**config.mk**
```make
export PLATFORM = sky130hd
export DESIGN_NAME = taxi_axis_gmii_rx_flat
export DESIGN_NICKNAME = d
export VERILOG_FILES = /design/src/rtl/taxi_axis_gmii_rx_if.sv /design/src/rtl/taxi_axis_gmii_rx.sv /design/src/flat_wrapper.sv
export SDC_FILE = /design/constraint.sdc
export NUM_CORES = 1
export LEC_CHECK = 0
export BUFFER_PORTS_ARGS = -buffer_cell sky130_fd_sc_hd__buf_2
export CAP_MARGIN = 30
export CORE_MARGIN = 2
export CORE_UTILIZATION = 40
export CTS_CLUSTER_SIZE = 24
export DETAILED_ROUTE_END_ITERATION = 12
export GPL_TIMING_DRIVEN = 0
export PLACE_DENSITY = 0.58
export SYNTH_ARGS = -nofsm -noshare
export SYNTH_HDL_FRONTEND = slang
export SYNTH_SLANG_ARGS = --single-unit
```
**constraint.sdc**
```tcl
create_clock -name clk -period 3.1 [get_ports clk]
set_input_delay 0.31 -clock clk [delete_from_list [all_inputs] [get_ports clk]]
set_output_delay 0.31 -clock clk [all_outputs]
set_load 0.005 [all_outputs]
```
**src/rtl/taxi_axis_gmii_rx_if.sv**
```systemverilog
// AXI-Stream style interface used for the receive frame output.
//   tdata  : DATA_W-bit payload byte
//   tvalid : beat qualifier
//   tready : sink ready (not honoured by the GMII receiver, which cannot stall)
//   tlast  : final beat of a frame
//   tuser  : sideband; bit 0 flags a bad frame
interface taxi_axis_if #(
    parameter int DATA_W = 8,
    parameter int USER_W = 1
);
    logic [DATA_W-1:0] tdata;
    logic              tvalid;
    logic              tready;
    logic              tlast;
    logic [USER_W-1:0] tuser;

    modport src (output tdata, output tvalid, output tlast, output tuser, input tready);
    modport snk (input tdata, input tvalid, input tlast, input tuser, output tready);
endinterface

```
**src/rtl/taxi_axis_gmii_rx.sv**
```systemverilog
// GMII/MII receive framer: strips preamble/SFD, delays payload by the 4-byte
// FCS so it can be dropped, checks CRC-32 and flags bad frames on tuser[0].
// Ports:
//   clk, rst_n            clock, asynchronous active-low reset
//   gmii_rxd/_rx_dv/_rx_er receive data, data valid, error
//   m_axis_rx             frame output (tready ignored, no backpressure)
//   clk_enable            cycle qualifier; disabled cycles hold all state
//   mii_select            1 = 4-bit MII nibble mode (low nibble first)
//   cfg_rx_enable         accept new frames (sampled only between frames)
//   start_packet          pulse when an SFD is accepted
//   error_bad_frame       pulse on runt / rx_er / truncated FCS / odd nibbles
//   error_bad_fcs         pulse on CRC mismatch
module taxi_axis_gmii_rx #(
    parameter int DATA_W = 8,
    parameter int USER_W = 1
) (
    input  logic              clk,
    input  logic              rst_n,
    input  logic [DATA_W-1:0] gmii_rxd,
    input  logic              gmii_rx_dv,
    input  logic              gmii_rx_er,
    taxi_axis_if.src          m_axis_rx,
    input  logic              clk_enable,
    input  logic              mii_select,
    input  logic              cfg_rx_enable,
    output logic              start_packet,
    output logic              error_bad_frame,
    output logic              error_bad_fcs
);
    localparam int          LINE_LEN    = 5;
    localparam logic [31:0] CRC_RESIDUE = 32'hDEBB20E3;

    typedef enum logic [1:0] {ST_IDLE, ST_PREAMBLE, ST_PAYLOAD, ST_DROP} state_t;

    state_t            state_reg, state_next;
    logic [2:0]        count_reg, count_next;
    logic [31:0]       crc_reg, crc_next;
    logic              er_seen_reg, er_seen_next;
    logic              phase_reg, phase_next;        // MII: 1 = low nibble held
    logic [3:0]        lo_nib_reg, lo_nib_next;
    logic [3:0]        prev_nib_reg, prev_nib_next;  // MII preamble sliding window
    logic [DATA_W-1:0] line_reg [LINE_LEN];
    logic [DATA_W-1:0] tdata_reg, tdata_next;
    logic              tvalid_reg, tvalid_next;
    logic              tlast_reg, tlast_next;
    logic              tuser_reg, tuser_next;
    logic              start_reg, start_next;
    logic              bad_frame_reg, bad_frame_next;
    logic              bad_fcs_reg, bad_fcs_next;

    logic              shift_en;
    logic              byte_ok;
    logic [DATA_W-1:0] cur_byte;
    logic              frame_bad;
    logic              fcs_bad;
    logic              unused_tready;

    assign unused_tready = m_axis_rx.tready;

    function automatic logic [31:0] crc32_byte(input logic [31:0] crc, input logic [7:0] data);
        logic [31:0] r;
        r = crc;
        for (int i = 0; i < 8; i++) begin
            r = (r[0] ^ data[i]) ? ((r >> 1) ^ 32'hEDB88320) : (r >> 1);
        end
        return r;
    endfunction

    always_comb begin
        state_next     = state_reg;
        count_next     = count_reg;
        crc_next       = crc_reg;
        er_seen_next   = er_seen_reg;
        phase_next     = phase_reg;
        lo_nib_next    = lo_nib_reg;
        prev_nib_next  = prev_nib_reg;
        tdata_next     = tdata_reg;
        tvalid_next    = tvalid_reg;
        tlast_next     = tlast_reg;
        tuser_next     = tuser_reg;
        start_next     = start_reg;
        bad_frame_next = bad_frame_reg;
        bad_fcs_next   = bad_fcs_reg;
        shift_en       = 1'b0;
        byte_ok        = 1'b0;
        cur_byte       = gmii_rxd;
        frame_bad      = 1'b0;
        fcs_bad        = 1'b0;

        if (clk_enable) begin
            // Pending output beats/pulses are consumed by this enabled cycle.
            tvalid_next    = 1'b0;
            tlast_next     = 1'b0;
            tuser_next     = 1'b0;
            start_next     = 1'b0;
            bad_frame_next = 1'b0;
            bad_fcs_next   = 1'b0;

            if (mii_select) begin
                if (state_reg == ST_PAYLOAD) begin
                    byte_ok  = gmii_rx_dv & phase_reg;
                    cur_byte = {gmii_rxd[3:0], lo_nib_reg};
                end else begin
                    // Preamble: every nibble forms a byte with the previous one.
                    byte_ok  = gmii_rx_dv;
                    cur_byte = {gmii_rxd[3:0], prev_nib_reg};
                end
            end else begin
                byte_ok = gmii_rx_dv;
            end

            if (gmii_rx_dv) begin
                prev_nib_next = gmii_rxd[3:0];
            end

            case (state_reg)
                ST_IDLE: begin
                    count_next   = '0;
                    crc_next     = '1;
                    er_seen_next = 1'b0;
                    phase_next   = 1'b0;
                    if (gmii_rx_dv) begin
                        state_next = cfg_rx_enable ? ST_PREAMBLE : ST_DROP;
                    end
                end
                ST_PREAMBLE: begin
                    if (!gmii_rx_dv) begin
                        state_next = ST_IDLE;
                    end else if (gmii_rx_er) begin
                        state_next = ST_DROP;
                    end else if (cur_byte == 8'h55) begin
                        state_next = ST_PREAMBLE;
                    end else if (cur_byte == 8'hD5) begin
                        // SFD fixes the nibble phase: next nibble is a low nibble.
                        state_next = ST_PAYLOAD;
                        start_next = 1'b1;
                        phase_next = 1'b0;
                    end else begin
                        state_next = ST_DROP;
                    end
                end
                ST_PAYLOAD: begin
                    if (gmii_rx_dv) begin
                        if (gmii_rx_er) begin
                            er_seen_next = 1'b1;
                        end
                        if (mii_select) begin
                            phase_next = ~phase_reg;
                            if (!phase_reg) begin
                                lo_nib_next = gmii_rxd[3:0];
                            end
                        end
                        if (byte_ok) begin
                            shift_en = 1'b1;
                            crc_next = crc32_byte(crc_reg, cur_byte);
                            if (count_reg == 3'(LINE_LEN)) begin
                                tdata_next  = line_reg[LINE_LEN-1];
                                tvalid_next = 1'b1;
                            end else begin
                                count_next = count_reg + 3'd1;
                            end
                        end
                    end else begin
                        state_next = ST_IDLE;
                        count_next = '0;
                        frame_bad  = er_seen_reg | gmii_rx_er | (mii_select & phase_reg);
                        if (count_reg == 3'(LINE_LEN)) begin
                            fcs_bad        = (crc_reg != CRC_RESIDUE);
                            tdata_next     = line_reg[LINE_LEN-1];
                            tvalid_next    = 1'b1;
                            tlast_next     = 1'b1;
                            tuser_next     = frame_bad | fcs_bad;
                            bad_frame_next = frame_bad;
                            bad_fcs_next   = fcs_bad;
                        end else if (count_reg != 3'd0) begin
                            // Too short to hold a full FCS: flush the oldest byte as bad.
                            tdata_next     = line_reg[count_reg - 3'd1];
                            tvalid_next    = 1'b1;
                            tlast_next     = 1'b1;
                            tuser_next     = 1'b1;
                            bad_frame_next = 1'b1;
                        end else if (mii_select && phase_reg) begin
                            bad_frame_next = 1'b1;
                        end
                    end
                end
                ST_DROP: begin
                    if (!gmii_rx_dv) begin
                        state_next = ST_IDLE;
                    end
                end
                default: state_next = ST_IDLE;
            endcase
        end
    end

    always_ff @(posedge clk or negedge rst_n) begin
        if (!rst_n) begin
            state_reg     <= ST_IDLE;
            count_reg     <= '0;
            crc_reg       <= '1;
            er_seen_reg   <= 1'b0;
            phase_reg     <= 1'b0;
            lo_nib_reg    <= '0;
            prev_nib_reg  <= '0;
            tdata_reg     <= '0;
            tvalid_reg    <= 1'b0;
            tlast_reg     <= 1'b0;
            tuser_reg     <= 1'b0;
            start_reg     <= 1'b0;
            bad_frame_reg <= 1'b0;
            bad_fcs_reg   <= 1'b0;
        end else begin
            state_reg     <= state_next;
            count_reg     <= count_next;
            crc_reg       <= crc_next;
            er_seen_reg   <= er_seen_next;
            phase_reg     <= phase_next;
            lo_nib_reg    <= lo_nib_next;
            prev_nib_reg  <= prev_nib_next;
            tdata_reg     <= tdata_next;
            tvalid_reg    <= tvalid_next;
            tlast_reg     <= tlast_next;
            tuser_reg     <= tuser_next;
            start_reg     <= start_next;
            bad_frame_reg <= bad_frame_next;
            bad_fcs_reg   <= bad_fcs_next;
        end
    end

    // Delay line: index 0 newest, LINE_LEN-1 oldest once full.
    always_ff @(posedge clk or negedge rst_n) begin
        if (!rst_n) begin
            for (int i = 0; i < LINE_LEN; i++) begin
                line_reg[i] <= '0;
            end
        end else if (shift_en) begin
            line_reg[0] <= cur_byte;
            for (int i = 1; i < LINE_LEN; i++) begin
                line_reg[i] <= line_reg[i-1];
            end
        end
    end

    // Registered results are shown only on enabled cycles, so each beat and
    // pulse is visible exactly once even when clk_enable toggles.
    assign m_axis_rx.tdata  = tdata_reg;
    assign m_axis_rx.tvalid = tvalid_reg & clk_enable;
    assign m_axis_rx.tlast  = tlast_reg & clk_enable;
    assign m_axis_rx.tuser  = USER_W'(tuser_reg & clk_enable);
    assign start_packet     = start_reg & clk_enable;
    assign error_bad_frame  = bad_frame_reg & clk_enable;
    assign error_bad_fcs    = bad_fcs_reg & clk_enable;
endmodule
```
**src/flat_wrapper.sv**
```systemverilog
// flat-port wrapper written by rule: the top's interface ports become plain ports
module taxi_axis_gmii_rx_flat 
#(
    parameter int DATA_W = 8,
    parameter int USER_W = 1
)
  (clk, rst_n, gmii_rxd, gmii_rx_dv, gmii_rx_er, clk_enable, mii_select, cfg_rx_enable, start_packet, error_bad_frame, error_bad_fcs, m_axis_rx_tdata, m_axis_rx_tvalid, m_axis_rx_tlast, m_axis_rx_tuser, m_axis_rx_tready);
  taxi_axis_if #(.DATA_W(DATA_W), .USER_W(USER_W)) m_axis_rx_i ();
  input  logic clk;
  input  logic rst_n;
  input  logic [DATA_W-1:0] gmii_rxd;
  input  logic gmii_rx_dv;
  input  logic gmii_rx_er;
  input  logic clk_enable;
  input  logic mii_select;
  input  logic cfg_rx_enable;
  output logic start_packet;
  output logic error_bad_frame;
  output logic error_bad_fcs;
  output wire logic [$bits(m_axis_rx_i.tdata)-1:0] m_axis_rx_tdata;
  output wire logic [$bits(m_axis_rx_i.tvalid)-1:0] m_axis_rx_tvalid;
  output wire logic [$bits(m_axis_rx_i.tlast)-1:0] m_axis_rx_tlast;
  output wire logic [$bits(m_axis_rx_i.tuser)-1:0] m_axis_rx_tuser;
  input wire logic [$bits(m_axis_rx_i.tready)-1:0] m_axis_rx_tready;
  assign m_axis_rx_tdata = m_axis_rx_i.tdata;
  assign m_axis_rx_tvalid = m_axis_rx_i.tvalid;
  assign m_axis_rx_tlast = m_axis_rx_i.tlast;
  assign m_axis_rx_tuser = m_axis_rx_i.tuser;
  assign m_axis_rx_i.tready = m_axis_rx_tready;
  taxi_axis_gmii_rx #(.DATA_W(DATA_W), .USER_W(USER_W)) u_core (.clk(clk), .rst_n(rst_n), .gmii_rxd(gmii_rxd), .gmii_rx_dv(gmii_rx_dv), .gmii_rx_er(gmii_rx_er), .m_axis_rx(m_axis_rx_i), .clk_enable(clk_enable), .mii_select(mii_select), .cfg_rx_enable(cfg_rx_enable), .start_packet(start_packet), .error_bad_frame(error_bad_frame), .error_bad_fcs(error_bad_fcs));
endmodule
```
# Yosys cells after proc, flatten, opt, wreduce, memory -nomap -nowiden
# Cells that the tools add are included.
[classes] add_sub_neg=2 order_cmp=1 eq_ne=21 n_mux=76 bitwise=29 reduce_logical=15
[op_table] cell="two-way mux 32 bit" count=10
[op_table] cell="inverter 13 -> 14 bit" count=8
[op_table] cell="two-way mux 8 bit" count=10
[op_table] cell="case mux 32 bit (2 select lines)" count=1
[op_table] cell="two-way mux 1 bit" count=40
[op_table] cell="!= test 32 bit (second input constant)" count=1
[op_table] cell="binary-select mux 8 bit (select 3 bit)" count=1
[op_table] cell="!= test 2 bit (second input constant)" count=9
[op_table] cell="two-way mux 2 bit" count=6
[op_table] cell="AND reduction 4 bit" count=3
[op_table] cell="AND reduction 5 bit" count=2
[op_table] cell="two-way mux 3 bit" count=3
[op_table] cell="bitwise AND 1 bit" count=8
[op_table] cell="== test 8 x 7 -> 1 bit (second input constant)" count=1
[op_table] cell="== test 8 bit (second input constant)" count=1
[op_table] cell="AND reduction 8 bit" count=1
[op_table] cell="XOR 1 bit" count=8
[op_table] cell="!= test 2 x 1 -> 1 bit (second input constant)" count=3
[op_table] cell="!= test 3 bit (second input constant)" count=2
[op_table] cell="case mux 2 bit (3 select lines)" count=1
[op_table] cell="case mux 3 bit (2 select lines)" count=1
[op_table] cell="nonzero test 3 bit" count=2
[op_table] cell="== test 2 bit (second input constant)" count=2
[op_table] cell=">= comparator 4 bit (second input constant)" count=1
[op_table] cell="16 further kinds" count=19
[totals] ff_bits=101 elab_cells=163

# Depth between registers and ports, before layout
# Gate-level depths: netlist of run 1.
[logic_depth] word_depth=23 depth_mapped=10 ltp_nobuf=8

# Least setup slack after synthesis of run 1
# Ideal clock, no wire load.
[synth_timing] kind="register to register" startpoint="register u_core.count_reg[0]" endpoint="register u_core.tdata_reg[0] (netlist: u_core.m_axis_rx.tdata[0])" t_arrival_ps=2507 required_time_ps=3016 slack_ps=509 stages_incl_launch_ff=10 n_path_buf=3 synth_period_minus_slack_ps=2591 path_cell_list="dfrtp_1 -> clkbuf_1 -> clkbuf_1 -> inv_1 -> ha_1 -> clkbuf_1 -> nand3_1 -> o211ai_1 -> a21oi_1 -> o21ai_0"
[synth_between] elab_chain_cells=8
[synth_lines] element="start: declaration" line="taxi_axis_gmii_rx.sv:36" source="logic [2:0] count_reg, count_next;"
[synth_lines] element="start signal: assignment" line="taxi_axis_gmii_rx.sv:215" source="count_reg <= count_next;"
[synth_lines] element="subtractor 3 x 1 -> 3 bit" line="taxi_axis_gmii_rx.sv:177" source="tdata_next = line_reg[count_reg - 3'd1];"
[synth_lines] element="inverter 3 -> 4 bit (implied by the code)" line="taxi_axis_gmii_rx.sv:177"
[synth_lines] element="binary-select mux 8 bit (select 3 bit)" line="taxi_axis_gmii_rx.sv:177"
[synth_lines] element="two-way mux 8 bit (implied by the code) (2 in series)" line="taxi_axis_gmii_rx.sv:177"
[synth_lines] element="two-way mux 8 bit" line="taxi_axis_gmii_rx.sv:175" source="end else if (count_reg != 3'd0) begin"
[synth_lines] element="two-way mux 8 bit" line="taxi_axis_gmii_rx.sv:167" source="if (count_reg == 3'(LINE_LEN)) begin"
[synth_lines] element="two-way mux 8 bit" line="taxi_axis_gmii_rx.sv:143" source="if (gmii_rx_dv) begin"
[synth_lines] element="end signal: assignment" line="taxi_axis_gmii_rx.sv:221" source="tdata_reg <= tdata_next;"
[synth_lines] element="end: declaration" line="taxi_axis_gmii_rx.sv:43" source="logic [DATA_W-1:0] tdata_reg, tdata_next;"
# Several ways; a longest one is shown, not always the timed one. The select of a mux whose other input is x is not followed.
# A chain may end at the register's enable or synchronous reset.

# Final worst setup path of run 1
[layout_timing] startpoint="register u_core.state_reg[1]" endpoint="register u_core.crc_reg[25]"
[layout_between] elab_chain_cells=19
[layout_lines] element="start: declaration" line="taxi_axis_gmii_rx.sv:35" source="state_t state_reg, state_next;"
[layout_lines] element="start signal: assignment" line="taxi_axis_gmii_rx.sv:214" source="state_reg <= state_next;"
[layout_lines] element="parallel branches: the longest is 19 deep, another holds two-way mux 32 bit"
[layout_lines] element="end signal: assignment" line="taxi_axis_gmii_rx.sv:216" source="crc_reg <= crc_next;"
[layout_lines] element="end: declaration" line="taxi_axis_gmii_rx.sv:37" source="logic [31:0] crc_reg, crc_next;"
# Parallel ways; which one is timed is not known. The select of a mux whose other input is x is not followed.

==> run summary, run 1 <==
flops & latches, synth: 101
clk_lat worst skew: 0.35 ns
Crit Reg-Reg Startpoint: u_core.state_reg[1]
largest net degree at the start of global routing: 67
WHS Path Cells: 2
RR Endpoint: u_core.crc_reg[25]
Final Power: 6482 uW
Netlist Area Pre-Place: 5509 sq um
cells taking the most area after synthesis: dfrtp_1, dfstp_2, nand2_1, xnor2_1, a21oi_1
Detail Placement HPWL: 9136 microns
layout net count: 615
async set or reset register ratio after synthesis: 1.000
Slew Limit Fails: 0
Final setup viols: 0
clk_skew: 0.007957 ns
All-Layer GR Usage: 0.1867
R2R depth: 7
Pint: 4111 uW
routed len/inst: 16.04 microns
Design Area, Final: 6216 sq um
global-route wire length before repair: 21130 microns
initial antenna violation count: 0
grt ovf: 0
sw power: 2371 uW
max reg flops: 40
Pwr Density: 1043 nW/um^2
Hold Path End: u_core.lo_nib_reg[2]
CTS H-tree depth: 3
FILL cells: 1319
CTS Sinks: 101
Cells after DPL: 759
starting density of the core: 0.4127
Worst path slowest cell: a311oi_2
worst hold margin: 0.2454 ns
clock share of power: 0.178
max-cap check violation count: 0
Max Freq: 361.7 MHz
Die Area: 14730 sq um
run status: finished clean
sequential element share of the synthesized area: 0.4660
largest area contributor in the netlist: dfrtp_1
total core area: 13350 sq um
via/cell ratio: 5.090
Cell Area, Placed: 5899 sq um
Post-Syn Nets: 574
maximum VDD drop: 0.6183 mV
endpoints failing hold: 0
Worst Setup SP: u_core.state_reg[1]
R2R setup slack: 0.34 ns
Slew headroom: 0.3508
Tmin final: 2.765 ns
arrival time worst endpoint: 3.04 ns
area of the multi-input gates: 2753 sq um
Netlist cell types: 53
hold path start: gmii_rxd[2]
HP Class: in2reg
clock-pin transition on the worst setup and hold timing paths: 0.07 ns
CP required: 3.38 ns
crit-path max cell delay: 0.49 ns
Worst setup EP type: register
TritonCTS clock tree: built
CP Max Fanout: 10
Gate Count Post-Synth: 554
n_diodes: 0
top_reg_cell synth: dfrtp_1
Sw Share: 0.3658
number of port buffers: 28
CP startpoint kind: register
drt first pass iters: 4
share of layout cells above drive strength 1: 0.1983
Yosys top cell area share: 0.3134
clock root cell: clkbuf_16
Comb power frac: 0.468
CTS buffer count: 9
ratio of final minimum period to clock period: 0.8918
Routed Antenna Nets: 0
Mean Syn Cell Area: 9.944 sq um
FF/Latch Area: 2567 sq um
DRC: 0
DR vias: 3950
DR iter-0 viols: 235
RSZ-0062 raised after global routing: no
die height: 121.4 microns
row count: 42
cells along the critical path: buf_2 -> and4bb_2 -> a311oi_2 -> xnor2_1 -> xnor2_2 -> xnor3_1 -> a21oi_1
vias in the first global route: 4007
Syn. warnings: 0
clock tree buffer depth: 2
GPL Wtd Cong: 0.8482
CP bufs+invs: 1
EDFF count, synth: 0
critical path type: reg2reg
Worst Tran Pin Value: 0.9649 ns
Post-Layout Cell Count: 776
detailed-route wire length: 12450 microns
family with the most delay on the worst path: XOR/XNOR gates
sequential share of power: 0.354
IO Pins: 30
Leakage: 0.002748 uW
die width: 121.4 microns
Area Growth Syn to Fin: 12.83%
[cell families (layout without fill, tap and decap cells)]
family	Yosys count	in the layout	share of synthesized area
buffers and inverters	44	90	0.03429
adder cells (fa/ha/maj)	4	4	0.009085
multiplexers	21	21	0.05860
flip-flops	101	101	0.4660
AO/OA/AOI/OAI	90	90	0.1029
AND/OR/NAND/NOR	227	227	0.1833
XOR/XNOR	67	67	0.1458
[metal layers]
| layer | routed length, microns | track usage |
|---|---|---|
| met1 | 5768 | 0.2491 |
| met2 | 6273 | 0.3097 |
| met3 | 346 | 0.04370 |
| met4 | 60 | 0.04239 |
| met5 | 0 | 0 |
[cell usage in the layout, fill, tap and decap left out, types with 8 or more instances in the layout]
cell       Yosys  routed
mux4_2         8       8
buf_2          1      28
nor2_1        44      44
a21oi_1       48      48
xor2_1        16      16
clkbuf_1      22      22
clkbuf_16      0       9
dfstp_2       32      32
nor2b_1       11      11
xnor2_1       32      32
o21ai_0       20      20
dfrtp_1       69      69
inv_1         17      17
nand2_1      133     133
[power by group through the flow]
| stage | logic, uW | registers (uW) | clock network, uW |
|---|---|---|---|
| 2_1_floorplan | 2510 | 2180 | 0 |
| 3_3_place_gp | 3030 | 2300 | 0 |
| 4_1_cts | 3080 | 2300 | 1190 |
| 5_1_grt | 3350 | 2370 | 1240 |
| 6_report | 3030 | 2300 | 1150 |
| 3_5_place_dp | 3050 | 2320 | 0 |
[cell type report]
class                   count  area share
plain buffers              26     0.01973
clock buffers              12     0.03965
clock inverters             4    0.008857
inverters                  17     0.01027
multi-input cells         409      0.4428
flip-flops and latches    101      0.4130
well taps                 176     0.03543
repair buffers             31     0.03019
[synth_stat cells, types with 3 or more instances]
master      n
inv_1      17
ha_1        4
nand2_1   133
nor4_1      5
xor2_1     16
nand3_1     3
dfstp_2    32
o22a_1      5
nor3_1      4
xnor2_2     5
mux4_2      8
nor2_1     44
and2_1      7
nand2b_1    3
mux2i_1     5
dfrtp_1    69
nor4bb_1    3
xnor2_1    32
mux2_2      7
a21oi_1    48
nand4b_1    3
nor2b_1    11
clkbuf_1   22
o21ai_0    20
xnor3_1     6
xor2_2      4
[repair_timing]
action / CTS / global route
hold endpoints to repair: 14 / 0
resized for setup: 1 / 0
setup endpoints to repair: 8 / 2
hold buffers: 1 / 0
pin swaps: 1 / 0
buffers inserted: 1 / 0
[through the flow]
stage | utilization | worst slack, ns | TNS [ns]
2_1_floorplan | - | 0.5090 | 0
3_3_place_gp | 0.4397 | -0.1330 | -0.9920
6_report | 0.4657 | 0.3353 | 0
4_1_cts | 0.4660 | 0.2000 | 0
3_5_place_dp | 0.4420 | -0.2279 | -1.520
5_1_grt | 0.4657 | 0.02569 | 0
[worst max-delay path by stage]
stage / end / slack [ns] / cells past startpoint
global route: u_core.m_axis_rx.tdata[4] / 0.03 / 10
CTS: u_core.m_axis_rx.tdata[1] / 0.20 / 9
finish: u_core.crc_reg[25] / 0.34 / 7
floorplan: u_core.m_axis_rx.tdata[0] / 0.51 / 9
detailed placement: u_core.m_axis_rx.tdata[1] / -0.23 / 9
global placement: u_core.m_axis_rx.tdata[7] / -0.13 / 9
No activity file was read; power rests on OpenSTA's default activity.
==> run 2, diff against run 1 <==
--- a/config.mk
+++ b/config.mk
@@ -5,14 +5,17 @@
 export SDC_FILE = /design/constraint.sdc
 export NUM_CORES = 1
 export LEC_CHECK = 0
+export ABC_AREA = 1
 export BUFFER_PORTS_ARGS = -buffer_cell sky130_fd_sc_hd__buf_2
 export CAP_MARGIN = 30
 export CORE_MARGIN = 2
 export CORE_UTILIZATION = 40
 export CTS_CLUSTER_SIZE = 24
 export DETAILED_ROUTE_END_ITERATION = 12
+export GPL_ROUTABILITY_DRIVEN = 0
 export GPL_TIMING_DRIVEN = 0
 export PLACE_DENSITY = 0.58
 export SYNTH_ARGS = -nofsm -noshare
 export SYNTH_HDL_FRONTEND = slang
 export SYNTH_SLANG_ARGS = --single-unit
+export TNS_END_PERCENT = 100
==> run 2 against run 1 <==
Against the previous run: sequential power barely moved; critical path depth grew 3; die area increased by 9.7%; total power grew 3.1%; synthesized area grew 10%; largest cell class unchanged.
==> run summary, run 2 <==
clock root cell: clkbuf_16 (unchanged)
layout net count: 898 (was 615)
starting density of the core: 0.4139 (was 0.4127)
Pwr Density: 990.6 nW/um^2 (was 1043 nW/um^2)
Max Freq: 361.2 MHz (was 361.7 MHz)
clk_skew: 0.008810 ns (was 0.007957 ns)
Design Area, Final: 6748 sq um (was 6216 sq um)
All-Layer GR Usage: 0.2113 (was 0.1867)
FF/Latch Area: 2567 sq um (unchanged)
detailed-route wire length: 16300 microns (was 12450 microns)
Yosys top cell area share: 0.2849 (was 0.3134)
most common library cell in the layout ignoring fill and taps: nand2_1 (unchanged)
Mean Syn Cell Area: 7.241 sq um (was 9.944 sq um)
clk_lat worst skew: 0.36 ns (was 0.35 ns)
via/cell ratio: 5.066 (was 5.090)
Worst setup EP type: register (unchanged)
drt first pass iters: 4 (unchanged)
HP Class: in2async (was in2reg)
most common cell in the netlist: nand2_1 (unchanged)
area of the multi-input gates: 2879 sq um (was 2753 sq um)
clock share of power: 0.167 (was 0.178)
Sw Share: 0.4582 (was 0.3658)
Detail Placement HPWL: 11870 microns (was 9136 microns)
commonest non-fill, non-tap cells in the layout: nand2_1, inv_1, o21ai_0 (was nand2_1, dfrtp_1, a21oi_1)
DR vias: 5405 (was 3950)
pre-CTS setup slack: 0.3518 ns (was -0.2279 ns)
n_diodes: 0 (unchanged)
grt ovf: 0 (unchanged)
EDFF count, synth: 0 (unchanged)
sequential share of power: 0.344 (was 0.354)
sw power: 3062 uW (was 2371 uW)
maximum VDD drop: 0.5231 mV (was 0.6183 mV)
Final setup viols: 0 (unchanged)
slack of the critical path: 0.3316 ns (was 0.3353 ns)
Comb power frac: 0.489 (was 0.468)
TritonCTS clock tree: built (unchanged)
number of port buffers: 28 (unchanged)
global-route wire length before repair: 26720 microns (was 21130 microns)
synth cell count leaders: nand2_1, inv_1, o21ai_0 (was nand2_1, dfrtp_1, a21oi_1)
critical path type: reg2reg (unchanged)
Hold Buf Count CTS: 0 (was 1)
share of layout cells above drive strength 1: 0.1586 (was 0.1983)
Slew Limit Fails: 0 (unchanged)
CTS Sinks: 101 (unchanged)
top_reg_cell synth: dfrtp_1 (unchanged)
CP Max Fanout: 11 (was 10)
max-cap check violation count: 0 (unchanged)
ratio of final minimum period to clock period: 0.8930 (was 0.8918)
CTS H-tree depth: 3 (unchanged)
vias in the first global route: 5075 (was 4007)
run status: finished clean (unchanged)
async set or reset register ratio after synthesis: 1.000 (unchanged)
row count: 44 (was 42)
Gate Count Post-Synth: 837 (was 554)
clock-pin transition on the worst setup and hold timing paths: 0.07 ns (about the same)
Netlist Area Pre-Place: 6061 sq um (was 5509 sq um)
FILL cells: 1502 (was 1319)
endpoints failing hold: 0 (unchanged)
largest area contributor in the netlist: dfrtp_1 (unchanged)
sequential element share of the synthesized area: 0.4236 (was 0.4660)
flops & latches, synth: 101 (unchanged)
Worst Tran Pin Value: 0.8595 ns (was 0.9649 ns)
CP startpoint kind: register (unchanged)
Leakage: 0.003509 uW (was 0.002748 uW)
Pint: 3622 uW (was 4111 uW)
Netlist cell types: 42 (was 53)
Area Growth Syn to Fin: 11.33% (was 12.83%)
routed len/inst: 15.28 microns (was 16.04 microns)
Cell Area, Placed: 6459 sq um (was 5899 sq um)
post-CTS setup buffers: 0 (was 1)
total core area: 14640 sq um (was 13350 sq um)
Syn. warnings: 0 (unchanged)
cells taking the most area after synthesis: dfrtp_1, nand2_1, dfstp_2, inv_1, o21ai_0 (was dfrtp_1, dfstp_2, nand2_1, xnor2_1, a21oi_1)
largest net degree at the start of global routing: 68 (was 67)
max reg flops: 40 (unchanged)
DR iter-0 viols: 298 (was 235)
IO Pins: 30 (unchanged)
Slew headroom: 0.4270 (was 0.3508)
arrival time worst endpoint: 3.06 ns (was 3.04 ns)
RSZ-0062 raised after global routing: no (unchanged)
Routed Antenna Nets: 0 (unchanged)
initial antenna violation count: 0 (unchanged)
Post-Syn Nets: 857 (was 574)
Die Area: 16150 sq um (was 14730 sq um)
Tmin final: 2.768 ns (was 2.765 ns)
R2R depth: 10 (was 7)
CP required: 3.39 ns (was 3.38 ns)
die width: 127.1 microns (was 121.4 microns)
die height: 127.1 microns (was 121.4 microns)
clock tree buffer depth: 2 (unchanged)
DRC: 0 (unchanged)
CTS buffer count: 9 (unchanged)
Post-CTS Resized: 0 (was 1)
run 2: cell types whose count changed in the layout (fill, tap and decap cells not counted), sizes merged, moves of 11 or more:
cell / change
nand2: +151
a21oi: -29
xnor2: -35
nor2b: -11
o21ai: +68
clkbuf: -12
nand3: +67
o22ai: +18
inv: +112
run 2: power groups by stage:
stage / combinational (uW) / sequential [uW] / clock, uW
finish: 3270 / 2300 / 1110
global placement: 3220 / 2310 / 0
detailed placement: 3250 / 2320 / 0
CTS: 3270 / 2300 / 1150
floorplan: 2490 / 2210 / 0
global route: 3740 / 2360 / 1190
run 2: layer usage:
metal / routed length [microns] / part of all wire / up-vias / track usage
met5: 0 / 0 / - / 0
met4: 286 / 0.018 / 0 / 0.05688
met3: 661 / 0.041 / 17 / 0.03811
met2: 7837 / 0.48 / 108 / 0.3533
met1: 7514 / 0.46 / 2544 / 0.2841
li1: - / - / 2736 / -
run 2: stage by stage:
step	power (uW)	utilization	hold WS (ns)	cells	setup TNS, ns
after floorplan	4697	-	0.01441	837	0
after global placement	5532	0.4392	0.4567	1049	-0.02261
after detailed placement	5575	0.4410	0.4601	1051	0
after CTS	6715	0.4608	0.1031	1067	0
after global routing	7295	0.4608	0.1573	1067	0
final	6684	0.4608	0.07341	1067	0
run 2: final timing paths:
| kind | startpoint | end | slack, ns |
|---|---|---|---|
| setup reg to reg | u_core.count_reg[0] | u_core.m_axis_rx.tdata[7] | 0.33 |
| setup / recovery | u_core.count_reg[0] | u_core.m_axis_rx.tdata[7] | 0.33 |
| hold / removal | rst_n | u_core.bad_frame_reg | 0.07 |
| min in group clk | gmii_rxd[0] | u_core.lo_nib_reg[0] | 0.23 |
| hold reg to reg | u_core.crc_reg[21] | u_core.crc_reg[21] | 0.47 |
| max in group asynchronous | rst_n | u_core.crc_reg[19] | 2.28 |
run 2: cells by family (layout without fill, tap and decap cells):
group,count (synthesis),count (layout),share of synthesized area
adder cells (fa/ha/maj),4,4,0.008258
AO/OA/AOI/OAI,136,136,0.1259
buffers and inverters,154,200,0.1014
XOR/XNOR,25,25,0.04170
AND/OR/NAND/NOR,416,416,0.2973
multiplexers,1,1,0.001858
flip-flops,101,101,0.4236
run 2: cell type report:
class                   count  share of cell area
clock buffers              11             0.03597
flip-flops and latches    101              0.3805
clock inverters             5            0.006861
inverters                 131             0.07287
multi-input cells         582              0.4267
repair buffers             30             0.02485
plain buffers              23             0.01817
well taps                 184             0.03412
run 2: critical path, cell delays in order, from the launching register on:
cell	delay (ns)
dfrtp_1	0.46
inv_1	0.18
clkbuf_1	0.44
ha_1	0.39
clkbuf_1	0.44
o21ai_0	0.15
o21ai_0	0.21
inv_1	0.06
o22ai_1	0.23
nand2_1	0.09
nand2_1	0.06
==> run 3, diff against run 2 <==
--- a/config.mk
+++ b/config.mk
@@ -8,13 +8,16 @@
 export ABC_AREA = 1
 export BUFFER_PORTS_ARGS = -buffer_cell sky130_fd_sc_hd__buf_2
 export CAP_MARGIN = 30
+export CORE_ASPECT_RATIO = 0.75
 export CORE_MARGIN = 2
 export CORE_UTILIZATION = 40
+export CTS_BUF_LIST = sky130_fd_sc_hd__clkbuf_8
 export CTS_CLUSTER_SIZE = 24
 export DETAILED_ROUTE_END_ITERATION = 12
 export GPL_ROUTABILITY_DRIVEN = 0
 export GPL_TIMING_DRIVEN = 0
 export PLACE_DENSITY = 0.58
+export SKIP_LAST_GASP = 1
 export SYNTH_ARGS = -nofsm -noshare
 export SYNTH_HDL_FRONTEND = slang
 export SYNTH_SLANG_ARGS = --single-unit
==> run 3 against run 2 <==
Against the previous run: core utilization down 0.33 points; final cell count increased by 1.6%; clock-buffer cell count stayed put; non-clock buffer count up 1; largest power group unchanged.
==> run summary, run 3 (synthesis gave the netlist of run 2 again) <==
run status: finished clean (unchanged)
total core area: 14640 sq um (unchanged)
area of the multi-input gates: 2888 sq um (was 2879 sq um)
routed len/inst: 15.43 microns (was 15.28 microns)
Sw Share: 0.4764 (was 0.4582)
die height: 110.6 microns (was 127.1 microns)
Worst Setup SP: u_core.count_reg[0] (unchanged)
arrival time worst endpoint: 2.99 ns (was 3.06 ns)
Area Growth Syn to Fin: 10.53% (was 11.33%)
most common library cell in the layout ignoring fill and taps: nand2_1 (unchanged)
worst hold margin: 0.1946 ns (was 0.07341 ns)
Slew headroom: 0.5584 (was 0.4270)
HP Class: in2reg (was in2async)
DR iter-0 viols: 409 (was 298)
maximum VDD drop: 0.3211 mV (was 0.5231 mV)
Worst Tran Pin Value: 0.6624 ns (was 0.8595 ns)
die width: 146.1 microns (was 127.1 microns)
clock-pin transition on the worst setup and hold timing paths: 0.10 ns (was 0.07 ns)
Final setup viols: 0 (unchanged)
Max Freq: 370.2 MHz (was 361.2 MHz)
row count: 38 (was 44)
clock root cell: clkbuf_8 (was clkbuf_16)
grt ovf: 0 (unchanged)
CP startpoint kind: register (unchanged)
clk_skew: 0.006362 ns (was 0.008810 ns)
via/cell ratio: 5.055 (was 5.066)
share of layout cells above drive strength 1: 0.1606 (was 0.1586)
global-route wire length before repair: 27640 microns (was 26720 microns)
CTS buffer count: 9 (unchanged)
Crit Reg-Reg Startpoint: u_core.count_reg[0] (unchanged)
layout net count: 899 (was 898)
sw power: 3083 uW (was 3062 uW)
Worst setup EP type: register (unchanged)
ratio of final minimum period to clock period: 0.8715 (was 0.8930)
Pint: 3388 uW (was 3622 uW)
largest net degree at the start of global routing: 70 (was 68)
clock tree buffer depth: 2 (unchanged)
vias in the first global route: 5132 (was 5075)
Detail Placement HPWL: 12360 microns (was 11870 microns)
FF/Latch Area: 2567 sq um (unchanged)
CP required: 3.39 ns (about the same)
Pwr Density: 966.0 nW/um^2 (was 990.6 nW/um^2)
CTS Sinks: 101 (unchanged)
commonest non-fill, non-tap cells in the layout: nand2_1, inv_1, o21ai_0 (unchanged)
clk_lat worst skew: 0.38 ns (was 0.36 ns)
Tmin final: 2.702 ns (was 2.768 ns)
detailed-route wire length: 16730 microns (was 16300 microns)
number of port buffers: 28 (unchanged)
Design Area, Final: 6699 sq um (was 6748 sq um)
RSZ-0062 raised after global routing: no (unchanged)
max-cap check violation count: 0 (unchanged)
drt first pass iters: 7 (was 4)
sequential share of power: 0.354 (was 0.344)
TritonCTS clock tree: built (unchanged)
CP Max Fanout: 11 (unchanged)
initial antenna violation count: 0 (unchanged)
All-Layer GR Usage: 0.2158 (was 0.2113)
Comb power frac: 0.515 (was 0.489)
endpoints failing hold: 0 (unchanged)
n_diodes: 0 (unchanged)
clock share of power: 0.130 (was 0.167)
DRC: 0 (unchanged)
Slew Limit Fails: 0 (unchanged)
CTS H-tree depth: 3 (unchanged)
Cell Area, Placed: 6486 sq um (was 6459 sq um)
DR vias: 5480 (was 5405)
FILL cells: 1572 (was 1502)
starting density of the core: 0.4139 (unchanged)
Setup TNS: 0 ns (unchanged)
hold path start: gmii_rx_er
critical path type: reg2reg (unchanged)
Leakage: 0.003475 uW (was 0.003509 uW)
Routed Antenna Nets: 0 (unchanged)
IO Pins: 30 (unchanged)
max reg flops: 40 (unchanged)
Die Area: 16160 sq um (was 16150 sq um)
==> run 3: final cells by class <==
class / count / share of cell area
multi-input cells: 582 / 0.4311
flip-flops and latches: 101 / 0.3833
inverters: 131 / 0.07340
well taps: 200 / 0.03736
repair buffers: 31 / 0.02764
clock buffers: 11 / 0.02260
plain buffers: 23 / 0.01849
clock inverters: 5 / 0.006164
==> run 3: repair_timing <==
action	in CTS	in global routing
gates resized for setup	0	3
setup endpoints to repair	0	7
hold endpoints to repair	17	0
setup buffers	0	0
hold buffers	1	0
==> run 3: path summary, 6_finish.rpt <==
check | end | cells past startpoint | slack [ns]
max reg2reg | u_core.m_axis_rx.tdata[0] | 10 | 0.40
max in group asynchronous | u_core.crc_reg[16] | 3 | 1.95
min reg2reg | u_core.crc_reg[21] | 2 | 0.48
min in group asynchronous | u_core.tlast_reg | 2 | 0.41
max | u_core.m_axis_rx.tdata[0] | 10 | 0.40
min | u_core.start_reg | 2 | 0.19
==> run 3: through the flow <==
stage	power (uW)	std cells	utilization	worst slack, ns
after global placement	5553	1065	0.4405	0.02445
after floorplan	4697	837	-	0.9559
after global routing	7100	1084	0.4575	0.1795
after CTS	6473	1084	0.4568	0.2834
after detailed placement	5600	1067	0.4429	0.3046
final	6471	1084	0.4575	0.3984
==> run 3: power by group through the flow <==
stage	Sequential [uW]	Clock, uW	Combinational [uW]
floorplan	2210	0	2490
global route	2360	921	3820
detailed placement	2310	0	3300
global placement	2300	0	3250
finish	2290	843	3340
CTS	2290	877	3310
==> run 3: routing by layer <==
| layer | GRT usage | vias up | wire [microns] |
|---|---|---|---|
| li1 | - | 2734 | - |
| met1 | 0.3444 | 2573 | 8849 |
| met2 | 0.3003 | 163 | 6593 |
| met3 | 0.04380 | 10 | 1155 |
| met4 | 0.03883 | 0 | 129 |
| met5 | 0 | - | 0 |
==> run 3: worst max-delay path: stages, from the launching register on <==
cell and delay (ns):
dfrtp_1 0.47, inv_1 0.19, clkbuf_1 0.44, ha_1 0.44, inv_1 0.18, nor3_1 0.07, nor3_1 0.27, buf_2 0.29
o22ai_1 0.10, nand2_1 0.08, nand2_1 0.05
